<file path="src/rtl/gpr_pkg.sv">
// Shared defaults, register-index type and popcount helper for the gpr_mp register file.
// Optional feature macro used by this slice: GPR_BYPASS_EN (same-cycle write-to-read forwarding).
package gpr_pkg;

    localparam int DEF_DATA_W = 32;
    localparam int DEF_ADDR_W = 5;

    // Widest busy vector popcount supports; callers zero-extend with a size cast (ADDR_W <= 8).
    localparam int POP_MAX = 256;

    typedef logic [DEF_ADDR_W-1:0] reg_idx_t;

    function automatic int unsigned popcount(input logic [POP_MAX-1:0] v);
        int unsigned n;
        n = 0;
        for (int i = 0; i < POP_MAX; i++) begin
            n += 32'(v[i]);
        end
        return n;
    endfunction

endpackage

</file>
<file path="src/rtl/gpr_scoreboard.sv">
// Per-register busy scoreboard: issue sets a bit, writeback clears it, set beats clear.
// Keeps a registered count of busy registers alongside the vector.
module gpr_scoreboard
    import gpr_pkg::*;
#(
    parameter int ADDR_W   = DEF_ADDR_W,
    parameter int ZERO_REG = 1
) (
    input  logic                  clock,
    input  logic                  rst_n,
    input  logic                  clr0_en,
    input  logic [ADDR_W-1:0]     clr0_addr,
    input  logic                  clr1_en,
    input  logic [ADDR_W-1:0]     clr1_addr,
    input  logic                  iss_valid,
    input  logic [ADDR_W-1:0]     iss_addr,
    output logic                  iss_ready,
    output logic [(1<<ADDR_W)-1:0] busy,
    output logic [ADDR_W:0]       busy_cnt
);

    localparam int DEPTH = 1 << ADDR_W;
    localparam bit ZR    = (ZERO_REG != 0);

    logic [DEPTH-1:0] busy_q;
    logic [DEPTH-1:0] busy_nxt;
    logic [DEPTH-1:0] clr_vec;
    logic [DEPTH-1:0] set_vec;
    logic [ADDR_W:0]  cnt_q;
    logic             iss_zero;

    // Issue handshake: iss_ready is combinational from iss_valid, iss_addr, the stored busy
    // bits and this cycle's writeback clears; an issue is taken exactly when
    // iss_valid && iss_ready at the rising edge. There is no holding or queuing of issues.
    always_comb begin
        clr_vec = '0;
        if (clr0_en) clr_vec = clr_vec | (DEPTH'(1) << clr0_addr);
        if (clr1_en) clr_vec = clr_vec | (DEPTH'(1) << clr1_addr);

        iss_zero  = ZR && (iss_addr == '0);
        iss_ready = iss_valid && (iss_zero || !busy_q[iss_addr] || clr_vec[iss_addr]);

        set_vec = '0;
        if (iss_ready && !iss_zero) set_vec = DEPTH'(1) << iss_addr;

        busy_nxt = (busy_q & ~clr_vec) | set_vec;
        if (ZR) busy_nxt[0] = 1'b0;
    end

    always_ff @(posedge clock) begin
        if (!rst_n) begin
            busy_q <= '0;
            cnt_q  <= '0;
        end else begin
            busy_q <= busy_nxt;
            cnt_q  <= (ADDR_W+1)'(popcount(POP_MAX'(busy_nxt)));
        end
    end

    assign busy     = busy_q;
    assign busy_cnt = cnt_q;

endmodule

</file>
<file path="src/rtl/gpr_mp.sv">
// Multi-port GPR: NRD combinational read ports, two prioritised write ports, busy scoreboard.
// Define GPR_BYPASS_EN to forward same-cycle write data (and a cleared busy bit) to readers.
module gpr_mp
    import gpr_pkg::*;
#(
    parameter int DATA_W   = DEF_DATA_W,
    parameter int ADDR_W   = DEF_ADDR_W,
    parameter int NRD      = 2,
    parameter int ZERO_REG = 1
) (
    input  logic                  clock,
    input  logic                  rst_n,
    input  logic [NRD*ADDR_W-1:0] rd_addr,
    output logic [NRD*DATA_W-1:0] rd_data,
    output logic [NRD-1:0]        rd_busy,
    input  logic                  we0,
    input  logic [ADDR_W-1:0]     waddr0,
    input  logic [DATA_W-1:0]     wdata0,
    input  logic                  we1,
    input  logic [ADDR_W-1:0]     waddr1,
    input  logic [DATA_W-1:0]     wdata1,
    input  logic                  iss_valid,
    input  logic [ADDR_W-1:0]     iss_addr,
    output logic                  iss_ready,
    output logic [ADDR_W:0]       busy_cnt
);

    localparam int DEPTH = 1 << ADDR_W;
    localparam bit ZR    = (ZERO_REG != 0);

    logic [DATA_W-1:0] mem [DEPTH];
    logic [DEPTH-1:0]  busy;
    logic              wr0_ok;
    logic              wr1_ok;

    assign wr0_ok = we0 && !(ZR && (waddr0 == '0));
    assign wr1_ok = we1 && !(ZR && (waddr1 == '0));

    // Port 1 is written last so it wins when both ports target the same index.
    always_ff @(posedge clock) begin
        if (!rst_n) begin
            for (int r = 0; r < DEPTH; r++) begin
                mem[r] <= '0;
            end
        end else begin
            if (wr0_ok) mem[waddr0] <= wdata0;
            if (wr1_ok) mem[waddr1] <= wdata1;
        end
    end

    gpr_scoreboard #(
        .ADDR_W   (ADDR_W),
        .ZERO_REG (ZERO_REG)
    ) u_scoreboard (
        .clock     (clock),
        .rst_n     (rst_n),
        .clr0_en   (we0),
        .clr0_addr (waddr0),
        .clr1_en   (we1),
        .clr1_addr (waddr1),
        .iss_valid (iss_valid),
        .iss_addr  (iss_addr),
        .iss_ready (iss_ready),
        .busy      (busy),
        .busy_cnt  (busy_cnt)
    );

    always_comb begin : read_mux
        logic [ADDR_W-1:0] idx;
        logic              zr_hit;
        idx     = '0;
        zr_hit  = 1'b0;
        rd_data = '0;
        rd_busy = '0;
        for (int i = 0; i < NRD; i++) begin
            idx    = rd_addr[i*ADDR_W +: ADDR_W];
            zr_hit = ZR && (idx == '0);
            if (!zr_hit) begin
                rd_data[i*DATA_W +: DATA_W] = mem[idx];
                rd_busy[i]                  = busy[idx];
`ifdef GPR_BYPASS_EN
                if (we0 && (waddr0 == idx)) begin
                    rd_data[i*DATA_W +: DATA_W] = wdata0;
                    rd_busy[i]                  = 1'b0;
                end
                if (we1 && (waddr1 == idx)) begin
                    rd_data[i*DATA_W +: DATA_W] = wdata1;
                    rd_busy[i]                  = 1'b0;
                end
`else
`endif
            end
        end
    end

endmodule
</file>
<file path="config.mk">
export PLATFORM = sky130hd
export DESIGN_NAME = gpr_mp
export DESIGN_NICKNAME = d
export VERILOG_FILES = /design/src/rtl/gpr_pkg.sv /design/src/rtl/gpr_scoreboard.sv /design/src/rtl/gpr_mp.sv
export SDC_FILE = /design/constraint.sdc
export NUM_CORES = 2
export LEC_CHECK = 0
export CELL_PAD_IN_SITES_DETAIL_PLACEMENT = 2
export CELL_PAD_IN_SITES_GLOBAL_PLACEMENT = 2
export CORE_MARGIN = 2
export CORE_UTILIZATION = 45
export CTS_CLUSTER_DIAMETER = 150
export DETAILED_ROUTE_END_ITERATION = 16
export DONT_BUFFER_PORTS = 1
export GPL_TIMING_DRIVEN = 0
export MAX_ROUTING_LAYER = met4
export PLACE_DENSITY_LB_ADDON = 0.1
export SLEW_MARGIN = 30
export SYNTH_ARGS = -nofsm -noshare
export SYNTH_HDL_FRONTEND = slang
export SYNTH_SLANG_ARGS = --single-unit
</file>
<file path="constraint.sdc">
create_clock -name clock -period 10.2 [get_ports clock]
set_clock_uncertainty 0.1 [all_clocks]
set_input_delay 1.53 -clock clock [delete_from_list [all_inputs] [get_ports clock]]
set_output_delay 1.53 -clock clock [all_outputs]
set_load 0.02 [all_outputs]
</file>
======== Word level (Yosys, flattened, before mapping) ========
Memories as Yosys holds them, arrays and structs flattened.
Index checks and enable logic that the tools add are counted.
cells by class
  shifts and indexed selects .............. 3
  add/subtract/negate cells ............... 30
  bitwise gates (word level) .............. 4
  mux-type cells .......................... 28
  reduce and logical (&&, ||, !) cells .... 17
  div/mod/pow operators ................... 0
  $lt $le $gt $ge ......................... 3
  equality and inequality tests ........... 0
  multiply operators ...................... 0
operators by type and width
  kind                                                                  number
  32-bit two-way mux                                                    7
  6-bit by 1-bit adder with 6-bit output                                29
  1-bit by 5-bit left shift with 32-bit output, first input constant    3
  32-bit bitwise OR                                                     2
  32-bit OR reduction                                                   2
  32-bit bitwise AND                                                    1
  32-bit NOT                                                            1
  5-bit logical NOT                                                     5
  1-bit binary-select mux with 5-bit select                             4
  5-bit by 6-bit < comparator with 1-bit output, second input constant  3
  1-bit two-way mux                                                     15
  5-bit two-way mux                                                     2
  1-bit logical AND                                                     4
  1-bit logical NOT                                                     4
  1-bit by 1-bit adder with 2-bit output                                1
  1-bit logical OR                                                      2
word-level totals
  memories kept ........................... 1
  input bits .............................. 94
  memory bits (read-only) ................. 0
  latch bits .............................. 0
  RAM bits ................................ 1024
  logic and storage cells ................. 89
  flip-flop bits (word level) ............. 38
memory list
  name  words  bits a word  read ports  clocked after Yosys merged registers in  wr ports  RTL line      source
  mem   32     32           2           0                                        32        gpr_mp.sv:31  logic [DATA_W-1:0] mem [DEPTH];

======== Depth between registers and ports, before layout ========
  depth in word-level cells ............... 41
  mapped depth ............................ 27

======== By module ========
A second synthesis with hierarchy kept.
second synthesis, totals
  cells, all modules ...................... 4347
  area, all modules ....................... 62397.3 um^2
by module, submodules not included
  module          instances  sequential area each (um^2)  area each (um^2)  cells each
  gpr_mp          1          30749.5                      58755.1           3935
  gpr_scoreboard  1          740.7                        3642.2            412

======== Worst setup path after synthesis ========
OpenSTA, ideal clock, no wires.
  path type ............................... input to register
  from .................................... in iss_addr[1]
  to ...................................... reg u_scoreboard.cnt_q[4] (netlist: u_scoreboard.busy_cnt[4])
  setup slack ............................. 2.635 ns
  arrival time ............................ 7.288 ns
  stages .................................. 25
  buffers on the path ..................... 2
  setup time .............................. 0.177 ns
  path through ............................ buf_4 > mux4_2 > mux2_2 > nand2_1 > o2bb2a_4 > o41ai_4 > buf_2 > o31ai_1 > ha_1 > fa_1 > fa_1 > fa_1 > fa_1 > fa_1 > inv_1 > fa_1 > inv_1 > ha_1 > inv_1 > fa_1 > inv_1 > a21o_1 > a21oi_1 > xor2_1 > nor2_1
on the way
  word-level cells in the longest chain between the ends .. 39
  elaborated cells on any way between the ends .. 44
  classes of those cells .................. 30 x add/sub; 1 x shift; 5 x mux; 1 x bitwise; 7 x reduce/logical
RTL lines
  what                                                       RTL line              source
  start, declared                                            gpr_mp.sv:23          input logic [ADDR_W-1:0] iss_addr,
  1-bit binary-select mux with 5-bit select                  gpr_scoreboard.sv:41  iss_ready = iss_valid && (iss_zero || !busy_q[iss_addr] || clr_vec[iss_addr]);
  1-bit two-way mux (not written as such)                    gpr_scoreboard.sv:41
  1-bit logical NOT                                          gpr_scoreboard.sv:41
  1-bit logical OR (2 in series)                             gpr_scoreboard.sv:41
  1-bit logical AND                                          gpr_scoreboard.sv:41
  1-bit logical AND                                          gpr_scoreboard.sv:44  if (iss_ready && !iss_zero) set_vec = DEPTH'(1) << iss_addr;
  32-bit two-way mux (*)                                     gpr_scoreboard.sv:44
  32-bit bitwise OR (*)                                      gpr_scoreboard.sv:46  busy_nxt = (busy_q & ~clr_vec) | set_vec;
  named net u_scoreboard.busy_nxt[2]                         gpr_scoreboard.sv:26  logic [DEPTH-1:0] busy_nxt;
  1-bit by 1-bit adder with 2-bit output (*)                 gpr_pkg.sv:17         n += 32'(v[i]);
  6-bit by 1-bit adder with 6-bit output (*) (29 in series)  gpr_pkg.sv:17
  end signal, assigned                                       gpr_scoreboard.sv:56  cnt_q <= (ADDR_W+1)'(popcount(POP_MAX'(busy_nxt)));
  end, declared                                              gpr_scoreboard.sv:29  logic [ADDR_W:0] cnt_q;
Mark *: on every way through the listed nets, which the timed path passes. The rest lies on a longest branch. The select of a mux whose other input is x is not followed.
A chain may end at the register's enable or synchronous reset.

======== Final worst setup path ========
  from .................................... in waddr0[2]
  to ...................................... reg u_scoreboard.cnt_q[4] (netlist: u_scoreboard.busy_cnt[4])
on the way
  elaborated cells on any way between the ends .. 43
  classes of those cells .................. 30 x add/sub; 1 x shift; 5 x mux; 4 x bitwise; 3 x reduce/logical
RTL lines
  what                                                      RTL line              source
  start, declared                                           gpr_mp.sv:17          input logic [ADDR_W-1:0] waddr0,
  1-bit by 5-bit left shift with 32-bit output (*)          gpr_scoreboard.sv:37  if (clr0_en) clr_vec = clr_vec | (DEPTH'(1) << clr0_addr);
  32-bit two-way mux (*)                                    gpr_scoreboard.sv:37
  32-bit bitwise OR                                         gpr_scoreboard.sv:38  if (clr1_en) clr_vec = clr_vec | (DEPTH'(1) << clr1_addr);
  32-bit two-way mux (*)                                    gpr_scoreboard.sv:38
  1-bit binary-select mux with 5-bit select                 gpr_scoreboard.sv:41
  1-bit two-way mux (not written as such)                   gpr_scoreboard.sv:41
  1-bit logical OR                                          gpr_scoreboard.sv:41
  1-bit logical AND                                         gpr_scoreboard.sv:41
  1-bit logical AND                                         gpr_scoreboard.sv:44
  32-bit two-way mux                                        gpr_scoreboard.sv:44
  32-bit bitwise OR (*)                                     gpr_scoreboard.sv:46
  named net u_scoreboard.busy_nxt[25]                       gpr_scoreboard.sv:26
  6-bit by 1-bit adder with 6-bit output (*) (7 in series)  gpr_pkg.sv:17
Marked as above.

==> impl_metrics.tcl <==
set metrics [dict create \
    finalMaxSlewViolations 0 \
    end_kind "flip-flop" \
    clkPwrFrac 0.399 \
    fmax_ghz 0.123 \
    post-route-min-period_ns 8.11 \
    overflow 0 \
    remaining_drc_errors 0 \
    synth_edf_count 1024 \
    initial_utilization 0.451 \
    grt_max_degree 37 \
    final_area_sq_um 69500 \
    yosys_warnings 0 \
    grt_pass1_wl_microns 391000 \
    final_antenna_net_count 0 \
    wl_microns 286000 \
    finalPower_w 0.0116 \
    ioPinCount 167 \
    fin_crit_sh 0.795 \
    swShare 0.279 \
    leakage_nw 23.1 \
    cts_resized 0 \
    ys_ff_latch 1061 \
    die_x_microns 375 \
    dp_hpwl_microns 217000 \
    synth.avg_cell_area_sq_um 15.7 \
    power.switching_w 0.00322 \
    final_cells 6125 \
    antenna_found_initial 24 \
    synthDistinctLibCells 72 \
    min_path_cells 2 \
    setup_tns_ns 0 \
    path_clk_slew_ns 0.06 \
    grt_pass1_vias 48020 \
    hold_viol_final 0 \
    ctsHoldBuffers 0 \
    synth_ff_type "edfxtp_1" \
    die_area_sq_um 140000 \
    worst_setup_path_start_kind "input port" \
    tightest_slew_ns 1.11 \
    nets 4296 \
    rsz0062_at_grt "no" \
    cts_made_buffers 131 \
    status "completed" \
    detailed_place.area_sq_um 65200 \
    netlist_instances 3941 \
    h-tree-depth 4 \
    critPathMaxFanout 10 \
    drive_above_1_share 0.266 \
    drtPass1Iterations 6 \
    grt_usage 0.416 \
    hold_path.class "reg2reg" \
    hold_start "u_scoreboard.busy[13]" \
    syn_to_final_growth_pct 12.3 \
    power_density_nw_per_um2 166 \
    r2r_slack_ns 3.27 \
    required_ns 10.78 \
    internal_power_w 0.00833 \
    critPathArrivalTime_ns 8.69 \
    ir_worst_vdd_mv 0.174 \
    core_sq_um 137000 \
    pwr-share-comb 0.151 \
    cts_sinks 1061 \
    drt_iter0_markers 6146 \
    r2r_end "u_scoreboard.busy_cnt[4]" \
    synthesis.area_sq_um 61800 \
    io_buffers 0 \
    cts_tree "built" \
    avgViaCountPerCell 7.53 \
    drv_cap 0 \
    wire_per_inst_microns 46.8 \
    place_inst 5831 \
    placementRows 136 \
    yosysSeqAreaShare 0.509 \
    synthArstFlopShare 0 \
    clock_path_buffers 3 \
    r2r_cells 24 \
    clk_latency_ns 0.79 \
    dieHeight_microns 375 \
    regToRegStartpoint "u_scoreboard.busy[8]" \
    crit_type "in2reg" \
    hold_end "u_scoreboard.busy[13]" \
    route.vias.total 46107 \
    hold_slack_ns 0.444 \
    gp_congestion 0.980 \
    maxSlewHeadroom 0.260 \
    post-cts-setup-buffers 0 \
    cts_root_buffer "clkbuf_16" \
    seqPwrFrac 0.450 \
    setup_viol 0 \
]
==> layout by cell type (no fill, tap or decap), types with 10 or more instances in the layout <==
master,n
diode_2,66
mux4_2,665
nor3_2,13
clkbuf_2,46
a22o_1,994
inv_1,26
nor2_1,106
nor2b_1,11
mux2i_1,67
a21oi_1,17
buf_6,36
dfxtp_1,37
buf_2,122
clkinv_2,17
fa_1,23
nand2_1,81
clkinv_1,35
edfxtp_1,1024
conb_1,32
nand2_4,10
buf_1,14
clkbuf_16,136
clkbuf_1,446
a22oi_1,23
o21ai_1,16
nand3b_1,14
o22ai_1,29
nand3_1,26
==> how the worst max path moves through the flow <==
stage           startpoint                  endpoint  slack [ns]  cells past startpoint
3_5_place_dp     waddr0[3]  u_scoreboard.busy_cnt[4]        1.41                     27
4_1_cts          waddr0[3]  u_scoreboard.busy_cnt[4]        2.17                     27
5_1_grt          waddr0[3]  u_scoreboard.busy_cnt[4]        1.92                     27
3_3_place_gp     waddr0[3]  u_scoreboard.busy_cnt[4]        1.26                     27
2_1_floorplan  iss_addr[1]  u_scoreboard.busy_cnt[4]        2.64                     25
6_report         waddr0[2]  u_scoreboard.busy_cnt[4]        2.09                     27
==> worst max-delay path, stage by stage <==
cell and delay (ns):
buf_2 0.20, nor2b_1 0.17, clkbuf_1 0.34, a22oi_1 0.66
o22ai_1 0.17, a211o_1 0.35, o221ai_2 0.39, buf_2 0.32
o21ai_1 0.14, fa_1 0.57, inv_1 0.06, fa_1 0.48
fa_1 0.49, inv_1 0.06, fa_1 0.50, fa_1 0.50
inv_1 0.05, fa_1 0.43, inv_1 0.07, ha_1 0.19
inv_1 0.08, fa_1 0.46, inv_1 0.09, a21o_1 0.12
a21oi_1 0.07, xor2_1 0.13, nor2_1 0.06
==> power groups by stage <==
| stage | clock network, W | logic [W] | registers (W) |
|---|---|---|---|
| after floorplan | 0 | 0.00102 | 0.00521 |
| after global placement | 0 | 0.00163 | 0.00526 |
| after CTS | 0.00460 | 0.00171 | 0.00519 |
| after global routing | 0.00474 | 0.00177 | 0.00522 |
| after detailed placement | 0 | 0.00170 | 0.00528 |
| final | 0.00461 | 0.00175 | 0.00520 |
==> through the flow <==
step                setup slack [ns]   util
floorplan                       2.64      -
global placement                1.26  0.469
detailed placement              1.41  0.476
CTS                             2.17  0.506
global route                    1.92  0.507
finish                          2.09  0.507
==> cells by family (layout without fill, tap and decap cells) <==
logic type                 after synthesis  count (layout)  share of synthesized area
xor gates and xnor gates                 4               4                   0.000567
adders and majority gates               32              32                    0.00927
and+or+nand+nor                        349             349                     0.0290
muxes                                  738             738                      0.254
DFF                                   1061            1061                      0.509
AOI/OAI and AO/OA                     1134            1134                      0.157
buffers and inverters                  622             915                     0.0403
other                                    1              98                  0.0000606
==> registers in the layout, summed over array words and instances, names as in the netlist <==
register               flops
u_scoreboard.busy_cnt      6
u_scoreboard.busy         31
mem                     1024
==> Yosys cell counts, drive strengths merged, types with 26 or more instances <==
cell	number	share of area
clkbuf	463	0.028
edfxtp	1024	0.50
inv	26	0.0016
o22ai	29	0.0029
mux4	665	0.24
nor2	113	0.0069
nand2	98	0.0060
nand3	28	0.0023
dfxtp	37	0.012
buf	132	0.011
a22o	994	0.14
mux2i	67	0.011
==> cell type report <==
type	instances	area, sq um
tap	1794	2240
fill	12378	67500
timing repair buffer	65	756
buffer	595	2460
clock buffer	164	3520
antenna	66	165
multi-input combinational	2289	28200
clock inverter	64	526
sequential	1061	31500
inverter	27	101
==> per-layer routing <==
layer  GRT usage  wire (microns)
met3      0.0914           25800
met2       0.637          134000
met1       0.480           99500
met4       0.318           26600
met5           -               0
(Power assumes the default switching activity.)
